File: src/rtl/chu_vga_pkg.sv
// Shared types and register map for the VGA overlay/fade slot; no logic, no latency.
// Status word layout: [FW:0] alpha level, [8] busy, [9] done.
package chu_vga_pkg;

  typedef enum logic [1:0] {
    MODE_BYPASS = 2'd0,
    MODE_WIN    = 2'd1,
    MODE_KEY    = 2'd2,
    MODE_RSV    = 2'd3
  } mode_t;

  typedef enum logic {
    FADE_IDLE = 1'b0,
    FADE_RUN  = 1'b1
  } fade_state_t;

  localparam logic [2:0] REG_CTRL = 3'd0;
  localparam logic [2:0] REG_XWIN = 3'd1;
  localparam logic [2:0] REG_YWIN = 3'd2;
  localparam logic [2:0] REG_KEY  = 3'd3;
  localparam logic [2:0] REG_FPS  = 3'd4;

  localparam int CTRL_START_BIT = 2;
  localparam int CTRL_DIR_BIT   = 3;
  localparam int ST_BUSY_BIT    = 8;
  localparam int ST_DONE_BIT    = 9;

  // A programmed frame count of zero behaves as one frame per step.
  function automatic logic [7:0] fps_eff(input logic [7:0] fps);
    return (fps == 8'd0) ? 8'd1 : fps;
  endfunction

endpackage

File: src/rtl/vga_fade_ctrl.sv
// Frame-stepped alpha ramp: level moves one step every fps frame starts; state updates on fs.
// No backpressure; start is only ever presented together with fs.
module vga_fade_ctrl
  import chu_vga_pkg::*;
#(
  parameter int FW = 4
) (
  input  logic        clk,
  input  logic        reset_n,
  input  logic        fs,
  input  logic        start,
  input  logic        dir,
  input  logic [7:0]  fps,
  output logic [FW:0] level,
  output logic        busy,
  output logic        done
);

  localparam logic [FW:0] L_MAX = (FW+1)'(2**FW);
  localparam logic [FW:0] L_ONE = (FW+1)'(1);

  fade_state_t state_q, state_d;
  logic [FW:0] lvl_q, lvl_d;
  logic [7:0]  div_q, div_d;
  logic        dir_q, dir_d;
  logic        done_q, done_d;

  always_ff @(posedge clk or negedge reset_n) begin
    if (!reset_n) begin
      state_q <= FADE_IDLE;
      lvl_q   <= L_MAX;
      div_q   <= 8'd1;
      dir_q   <= 1'b0;
      done_q  <= 1'b0;
    end else begin
      state_q <= state_d;
      lvl_q   <= lvl_d;
      div_q   <= div_d;
      dir_q   <= dir_d;
      done_q  <= done_d;
    end
  end

  always_comb begin
    state_d = state_q;
    lvl_d   = lvl_q;
    div_d   = div_q;
    dir_d   = dir_q;
    done_d  = done_q;
    if (start) begin
      // Restart from the start level even if a fade is already running.
      state_d = FADE_RUN;
      dir_d   = dir;
      lvl_d   = dir ? L_MAX : '0;
      div_d   = fps_eff(fps);
      done_d  = 1'b0;
    end else if (fs && state_q == FADE_RUN) begin
      if (div_q <= 8'd1) begin
        div_d = fps_eff(fps);
        lvl_d = dir_q ? (lvl_q - L_ONE) : (lvl_q + L_ONE);
        if (dir_q ? (lvl_q == L_ONE) : (lvl_q == L_MAX - L_ONE)) begin
          state_d = FADE_IDLE;
          done_d  = 1'b1;
        end
      end else begin
        div_d = div_q - 8'd1;
      end
    end
  end

  assign level = lvl_q;
  assign busy  = (state_q == FADE_RUN);
  assign done  = done_q;

endmodule

File: src/rtl/chu_vga_fade_core.sv
// Window/colour-key overlay with alpha blend; so_rgb registered (1 clk), no backpressure.
// VGA_FADE_EN builds the fade engine; without it alpha is fixed fully opaque.
module chu_vga_fade_core
  import chu_vga_pkg::*;
#(
  parameter int CD = 12,
  parameter int FW = 4
) (
  input  logic          clk,
  input  logic          reset_n,
  input  logic [10:0]   x,
  input  logic [10:0]   y,
  input  logic          cs,
  input  logic          write,
  input  logic [13:0]   addr,
  input  logic [31:0]   wr_data,
  output logic [31:0]   rd_data,
  input  logic [CD-1:0] si_rgb,
  input  logic [CD-1:0] ovl_rgb,
  output logic [CD-1:0] so_rgb
);

  localparam int          CW    = CD / 3;
  localparam int          AW    = CW + FW + 1;
  localparam logic [FW:0] L_MAX = (FW+1)'(2**FW);

  logic          we, at_origin, origin_q, fs;
  mode_t         stg_mode, act_mode;
  logic [10:0]   stg_x0, stg_x1, stg_y0, stg_y1;
  logic [10:0]   act_x0, act_x1, act_y0, act_y1;
  logic [CD-1:0] stg_key, act_key;
  logic [FW:0]   lvl, inv_lvl;
  logic          busy, done;
  logic          in_win, sel;
  logic [CD-1:0] blend;
  logic          unused_bus;

  assign we         = cs & write;
  assign at_origin  = (x == 11'd0) && (y == 11'd0);
  assign fs         = at_origin & ~origin_q;
  assign unused_bus = ^{addr, wr_data};

  always_ff @(posedge clk or negedge reset_n) begin
    if (!reset_n) origin_q <= 1'b0;
    else          origin_q <= at_origin;
  end

  always_ff @(posedge clk or negedge reset_n) begin
    if (!reset_n) begin
      stg_mode <= MODE_BYPASS;
      stg_x0   <= '0;
      stg_x1   <= '0;
      stg_y0   <= '0;
      stg_y1   <= '0;
      stg_key  <= '0;
    end else if (we) begin
      case (addr[2:0])
        REG_CTRL: stg_mode <= mode_t'(wr_data[1:0]);
        REG_XWIN: begin
          stg_x0 <= wr_data[10:0];
          stg_x1 <= wr_data[26:16];
        end
        REG_YWIN: begin
          stg_y0 <= wr_data[10:0];
          stg_y1 <= wr_data[26:16];
        end
        REG_KEY:  stg_key <= wr_data[CD-1:0];
        default: ;
      endcase
    end
  end

  // Commit samples the staging copy before any same-cycle write lands in it.
  always_ff @(posedge clk or negedge reset_n) begin
    if (!reset_n) begin
      act_mode <= MODE_BYPASS;
      act_x0   <= '0;
      act_x1   <= '0;
      act_y0   <= '0;
      act_y1   <= '0;
      act_key  <= '0;
    end else if (fs) begin
      act_mode <= stg_mode;
      act_x0   <= stg_x0;
      act_x1   <= stg_x1;
      act_y0   <= stg_y0;
      act_y1   <= stg_y1;
      act_key  <= stg_key;
    end
  end

`ifdef VGA_FADE_EN
  logic       stg_dir, pending;
  logic [7:0] stg_fps;

  always_ff @(posedge clk or negedge reset_n) begin
    if (!reset_n) begin
      stg_dir <= 1'b0;
      stg_fps <= 8'd1;
      pending <= 1'b0;
    end else begin
      if (fs) pending <= 1'b0;
      if (we && addr[2:0] == REG_CTRL) begin
        stg_dir <= wr_data[CTRL_DIR_BIT];
        if (wr_data[CTRL_START_BIT]) pending <= 1'b1;
      end
      if (we && addr[2:0] == REG_FPS) stg_fps <= wr_data[7:0];
    end
  end

  // At every fs the staged fps/dir are exactly the values becoming active.
  vga_fade_ctrl #(.FW(FW)) u_fade (
    .clk     (clk),
    .reset_n (reset_n),
    .fs      (fs),
    .start   (fs & pending),
    .dir     (stg_dir),
    .fps     (stg_fps),
    .level   (lvl),
    .busy    (busy),
    .done    (done)
  );
`else
  assign lvl  = L_MAX;
  assign busy = 1'b0;
  assign done = 1'b0;
`endif

  always_comb begin
    rd_data = '0;
    if (addr[2:0] == REG_CTRL) begin
      rd_data[FW:0]        = lvl;
      rd_data[ST_BUSY_BIT] = busy;
      rd_data[ST_DONE_BIT] = done;
    end
  end

  assign in_win = (x >= act_x0) && (x <= act_x1) && (y >= act_y0) && (y <= act_y1);

  always_comb begin
    sel = 1'b0;
    case (act_mode)
      MODE_WIN: sel = in_win;
      MODE_KEY: sel = in_win && (ovl_rgb != act_key);
      default:  sel = 1'b0;
    endcase
  end

  assign inv_lvl = L_MAX - lvl;

  for (genvar c = 0; c < 3; c++) begin : g_ch
    logic [AW-1:0] acc;
    assign acc = AW'(ovl_rgb[c*CW +: CW]) * AW'(lvl) + AW'(si_rgb[c*CW +: CW]) * AW'(inv_lvl);
    assign blend[c*CW +: CW] = CW'(acc >> FW);
  end

  always_ff @(posedge clk or negedge reset_n) begin
    if (!reset_n) so_rgb <= '0;
    else          so_rgb <= sel ? blend : si_rgb;
  end

endmodule

File: config.mk
export PLATFORM = sky130hd
export DESIGN_NAME = chu_vga_fade_core
export DESIGN_NICKNAME = d
export VERILOG_FILES = /design/src/rtl/chu_vga_pkg.sv /design/src/rtl/vga_fade_ctrl.sv /design/src/rtl/chu_vga_fade_core.sv
export SDC_FILE = /design/constraint.sdc
export NUM_CORES = 1
export LEC_CHECK = 0
export ABC_AREA = 0
export CORE_ASPECT_RATIO = 1.75
export CORE_MARGIN = 2
export CORE_UTILIZATION = 60
export DETAILED_ROUTE_END_ITERATION = 12
export DONT_BUFFER_PORTS = 1
export PLACE_DENSITY = 0.76
export SLEW_MARGIN = 0
export SYNTH_ARGS = -nofsm -noshare
export SYNTH_HDL_FRONTEND = slang
export SYNTH_HIERARCHICAL = 1
export SYNTH_SLANG_ARGS = --single-unit
File: constraint.sdc
create_clock -name clk -period 6.9 [get_ports clk]
set_input_delay 0.345 -clock clk [delete_from_list [all_inputs] [get_ports clk]]
set_output_delay 0.345 -clock clk [all_outputs]
set_load 0.02 [all_outputs]
# == Yosys cells after proc, flatten, opt, wreduce, memory -nomap -nowiden ==
# Index checks and enable logic that the tools add are counted.
# totals
wordCells,42
inputBits,96
output_inout_bits,44
regBits,129
# classes
bitwise_logic,3
muxes,3
n_reduce_logical,12
n_eq_ne,6
order_cmp,4
# op_table
operator,n
11-bit greater-or-equal comparator,2
11-bit <= comparator,2
11-bit logical NOT,2
12-bit two-way mux,1
12-bit inequality test,1
2-bit AND reduction,4
"3-bit by 2-bit == test with 1-bit output, second input constant",2
1-bit logical AND,5
5-bit two-way mux,1
"3-bit by 1-bit == test with 1-bit output, second input constant",1
3-bit logical NOT,1
1-bit AND,2
"2-bit by 1-bit == test with 1-bit output, second input constant",1
"2-bit == test, second input constant",1
1-bit case mux with 2 select lines,1
1-bit NOT,1

# == Longest topological paths before layout ==
# logic_depth
ltp_word,7
depth_mapped,10
mapped_depth_nobuf,9

# == Worst setup path after synthesis ==
# OpenSTA, ideal clock, no wires.
# synth_path
path_kind,input to register
from,in y[0]
to,reg so_rgb[10]
arrival_ps,2166
required_time_ps,6775
path_stages,10
slack_ps,4609
path_buffers,1
cell_sequence,inv_1 -> ha_1 -> nand2b_1 -> a211oi_1 -> or3_1 -> a31oi_1 -> o2111ai_1 -> nor3_2 -> buf_6 -> mux2_4
# synth_between
elab_chain_len,6
# synth_rtl
item,line,rtl
"start, declared",chu_vga_fade_core.sv:12,"input logic [10:0] y,"
11-bit greater-or-equal comparator,chu_vga_fade_core.sv:138,assign in_win = (x >= act_x0) && (x <= act_x1) && (y >= act_y0) && (y <= act_y1);
1-bit logical AND,chu_vga_fade_core.sv:138,
1-bit logical AND *,chu_vga_fade_core.sv:138,
1-bit logical AND,chu_vga_fade_core.sv:144,MODE_KEY: sel = in_win && (ovl_rgb != act_key);
1-bit case mux with 2 select lines *,chu_vga_fade_core.sv:142,case (act_mode)
12-bit two-way mux *,chu_vga_fade_core.sv:159,else so_rgb <= sel ? blend : si_rgb;
"end signal, assigned",chu_vga_fade_core.sv:159,
"end, declared",chu_vga_fade_core.sv:20,output logic [CD-1:0] so_rgb
# Mark *: on every way between the ends. The rest lies on a longest branch, timed or not.
# A chain may end at the register's enable or synchronous reset.

# == Worst setup path in the final report ==
# layout_path
from,in y[3]
to,reg act_y1[0]
# layout_between
elab_chain_len,3
# layout_rtl
item,line,rtl
11-bit logical NOT,chu_vga_fade_core.sv:39,assign at_origin = (x == 11'd0) && (y == 11'd0);
1-bit logical AND,chu_vga_fade_core.sv:39,
named net at_origin,chu_vga_fade_core.sv:27,"logic we, at_origin, origin_q, fs;"
1-bit AND,chu_vga_fade_core.sv:40,assign fs = at_origin & ~origin_q;
"end signal, assigned",chu_vga_fade_core.sv:87,act_y1 <= stg_y1;
"end, declared",chu_vga_fade_core.sv:30,"logic [10:0] act_x0, act_x1, act_y0, act_y1;"
# The timed path passes the listed nets, and every way through them passes these cells.

==> impl_results.md <==
* Status: completed
* Top post-synthesis cells by area: dfrtp_1 52%, mux2_2 14%, ha_1 9.2%
* Buffers on Ports at 0
* Leakage at 3.342 nW
* Clock root cell: clkbuf_16
* WS Path Type: in2reg
* Detailed Place HPWL at 9508 µm
* Max Freq at 383.0 MHz
* Share of cells above drive strength 1 at 22.55%
* Critical Path Max Stage Delay at 0.71 ns
* Max-Cap Viols at 0
* Hold Slack at 0.01161 ns
* H-tree depth at 4
* I/O pins at 140
* Reg-to-Reg End: so_rgb[11]
* Antenna violations before repair at 0
* Drt wl/cell at 19.51 µm
* Avg Cell Area, Syn at 11.74 µm²
* Power density cells at 281.3 mW/mm²
* Total core area at 0.01024 mm²
* Clk_lat worst skew at 0.42 ns
* Initial DRT Pass Iterations at 4
* Number of vias per cell at 5.740
* CP arrival at 2.91 ns
* Worst path cell trace: nor4_1 -> nand4_1 -> nor4_1 -> nor2b_4 -> buf_4 -> mux2_2
* DRC violations left at 0
* Rel. slew slack at 22.44%
* Count of yosys warnings during synthesis at 6
* Area added between synthesis and finish at 10.26%
* Register bit total from synthesis at 129
* Post-route clock period utilization at 37.84%
* Die Wd at 81.19 µm
* Crit path capture type: register
* CTS tree: built
* Synthesized instance count at 533
* Fillers at 768
* Detail Route Antenna Nets at 0
* Worst hold path depth at 1
* Ys async rst share at 100.0%
* Post-synth top area cell: dfrtp_1
* R2R Path Start: act_y0[5]
* GRT overflow at 0
* Worst-path fanout max at 100
* TNS Setup at 0 ns
* First-pass GRT wire length at 21,110 µm
* Nets at 681
* CTS buffer count at 17
* R2R Setup Slk at 4.32 ns
* Post-CTS Setup Bufs at 0
* Hold endpoint: origin_q
* FP Rows at 49
* Kind of path behind the tightest hold check: in2reg
* Synth top cells by count: 129 x dfrtp_1, 76 x mux2_2, 51 x o21ai_0
* Die footprint at 0.01129 mm²
* FF-to-FF path depth at 9
* Total global-route track usage at 25.73%
* Peak supply drop at 235.0 µV
* Clk sinks at 129
* Final setup violation count at 0
* Period minus WS final at 2.611 ns
* Antenna Cells at 0
* Synth Flop Type: dfrtp_1
* Mapped Area at 0.006256 mm²
* Final-report max-slew violation count at 0
* Worst Tran Pin Value at 1.162 ns
* Total wire length at 13,210 µm
* Worst path most repeated cell: nor4_1
* Fin util at 67.37%
* Final Hold Fails at 0
* Top-count cell post-synth: dfrtp_1
* Top cell type's share of synthesized area at 51.60%
* Slowest cell on crit path: buf_4
* Final RePlAce weighted congestion at 0.8240
* Startpoint Class: primary input
* Unique masters post-synth at 37
* Critical Path RT at 7.19 ns
* Initial Utilization at 61.10%
* Via count at 3,886
* HP Start: x[9]
* Largest net degree at the start of global routing at 130
* Vias in the first global route at 4,102
* Starting DRT DRC Count at 197
* Seq/Total Area, Yosys at 51.60%
* Unrepaired setup endpoints after global routing: no
* Clock Pin Slew Worst Setup and Hold Paths at 0.05 ns
* Clock tree buffer depth at 2
* EDFF count, synth at 0
* DIE HEIGHT at 139.1 µm
* Clk_skew at 0.007586 ns
-- cells by family after synthesis --
group,synth area share [%]
other,0.05994
buffers and inverters,7.720
multiplexers,16.08
XOR/XNOR,1.680
adder cells (fa/ha/maj),9.200
AO/OA/AOI/OAI,7.140
flip-flops,51.60
AND/OR/NAND/NOR,6.520
-- routing by layer --
| metal | wire length, µm | part of all wire [%] | vias up | GRT usage (%) |
|---|---|---|---|---|
| li1 | - | - | 1783 | - |
| met5 | 0 | 0 | - | 0 |
| met1 | 4495 | 34 | 1927 | 26.41 |
| met2 | 7238 | 55 | 136 | 44.45 |
| met3 | 764 | 5.8 | 40 | 7.487 |
| met4 | 708 | 5.4 | 0 | 15.79 |
-- layout by cell type, fill, tap and decap left out, types with 4 or more instances in the layout --
| cell type | count |
|---|---|
| xnor2_1 | 7 |
| nand4_1 | 9 |
| mux2_4 | 10 |
| mux2_2 | 76 |
| nor2_1 | 5 |
| o21ai_0 | 51 |
| clkbuf_8 | 4 |
| a21o_1 | 4 |
| clkbuf_16 | 17 |
| dfrtp_1 | 129 |
| a211oi_1 | 5 |
| a21oi_1 | 12 |
| nor4_1 | 6 |
| ha_1 | 46 |
| nand2_1 | 49 |
| xor2_1 | 5 |
| conb_1 | 31 |
| inv_1 | 44 |
| nand3_1 | 5 |
-- power breakdown --
group	internal (mW)	total (mW)	switching (mW)	leakage, nW
Combinational	0.0761	0.139	0.0632	1.59
Sequential	0.840	0.887	0.0471	1.46
Clock	0.601	0.914	0.313	0.293
Total	1.52	1.94	0.423	3.34
-- final cells by class --
cell class | count | area, µm² | share of cell area [%]
clock inverters | 9 | 131.4 | 1.905
flip-flops and latches | 129 | 3228 | 46.80
multi-input cells | 342 | 2674 | 38.76
clock buffers | 21 | 480.5 | 6.965
inverters | 44 | 165.2 | 2.394
repair buffers | 5 | 60.06 | 0.8707
well taps | 127 | 158.9 | 2.304
-- registers in the layout, summed over array words and instances (netlist names) --
register / count
act_key: 12
act_mode: 2
act_x0: 11
act_x1: 11
act_y0: 11
act_y1: 11
origin_q: 1
so_rgb: 12
stg_key: 12
stg_mode: 2
stg_x0: 11
stg_x1: 11
stg_y0: 11
stg_y1: 11
-- worst max-delay path, delay by kind of cell --
kind          cells  cell delay, ns
mux               1            0.42
simple gates      4            1.37
buf+inv           1            0.71
-- metrics by stage --
step	power, mW	cells	setup slack, ns	area (µm²)
3_3_place_gp	1.009	645	3.974	6248
6_report	1.940	677	4.289	6898
5_1_grt	2.014	677	4.115	6898
3_5_place_dp	1.021	645	3.913	6248
4_1_cts	1.953	677	4.297	6898
2_1_floorplan	1.006	563	4.609	6369
-- repair_timing --
item,in CTS,in global routing
hold endpoints to repair,129,0
gates resized for setup,0,0
hold buffers,2,0
-- worst max path at each step --
stage	from	end	depth (start not counted)
after floorplan	y[0]	so_rgb[10]	10
after global routing	act_x0[0]	so_rgb[11]	9
final	y[3]	act_y1[0]	6
after detailed placement	y[3]	act_key[4]	6
after CTS	act_y0[5]	so_rgb[11]	9
after global placement	y[3]	act_key[7]	6
Power figures use the tool's default switching activity.
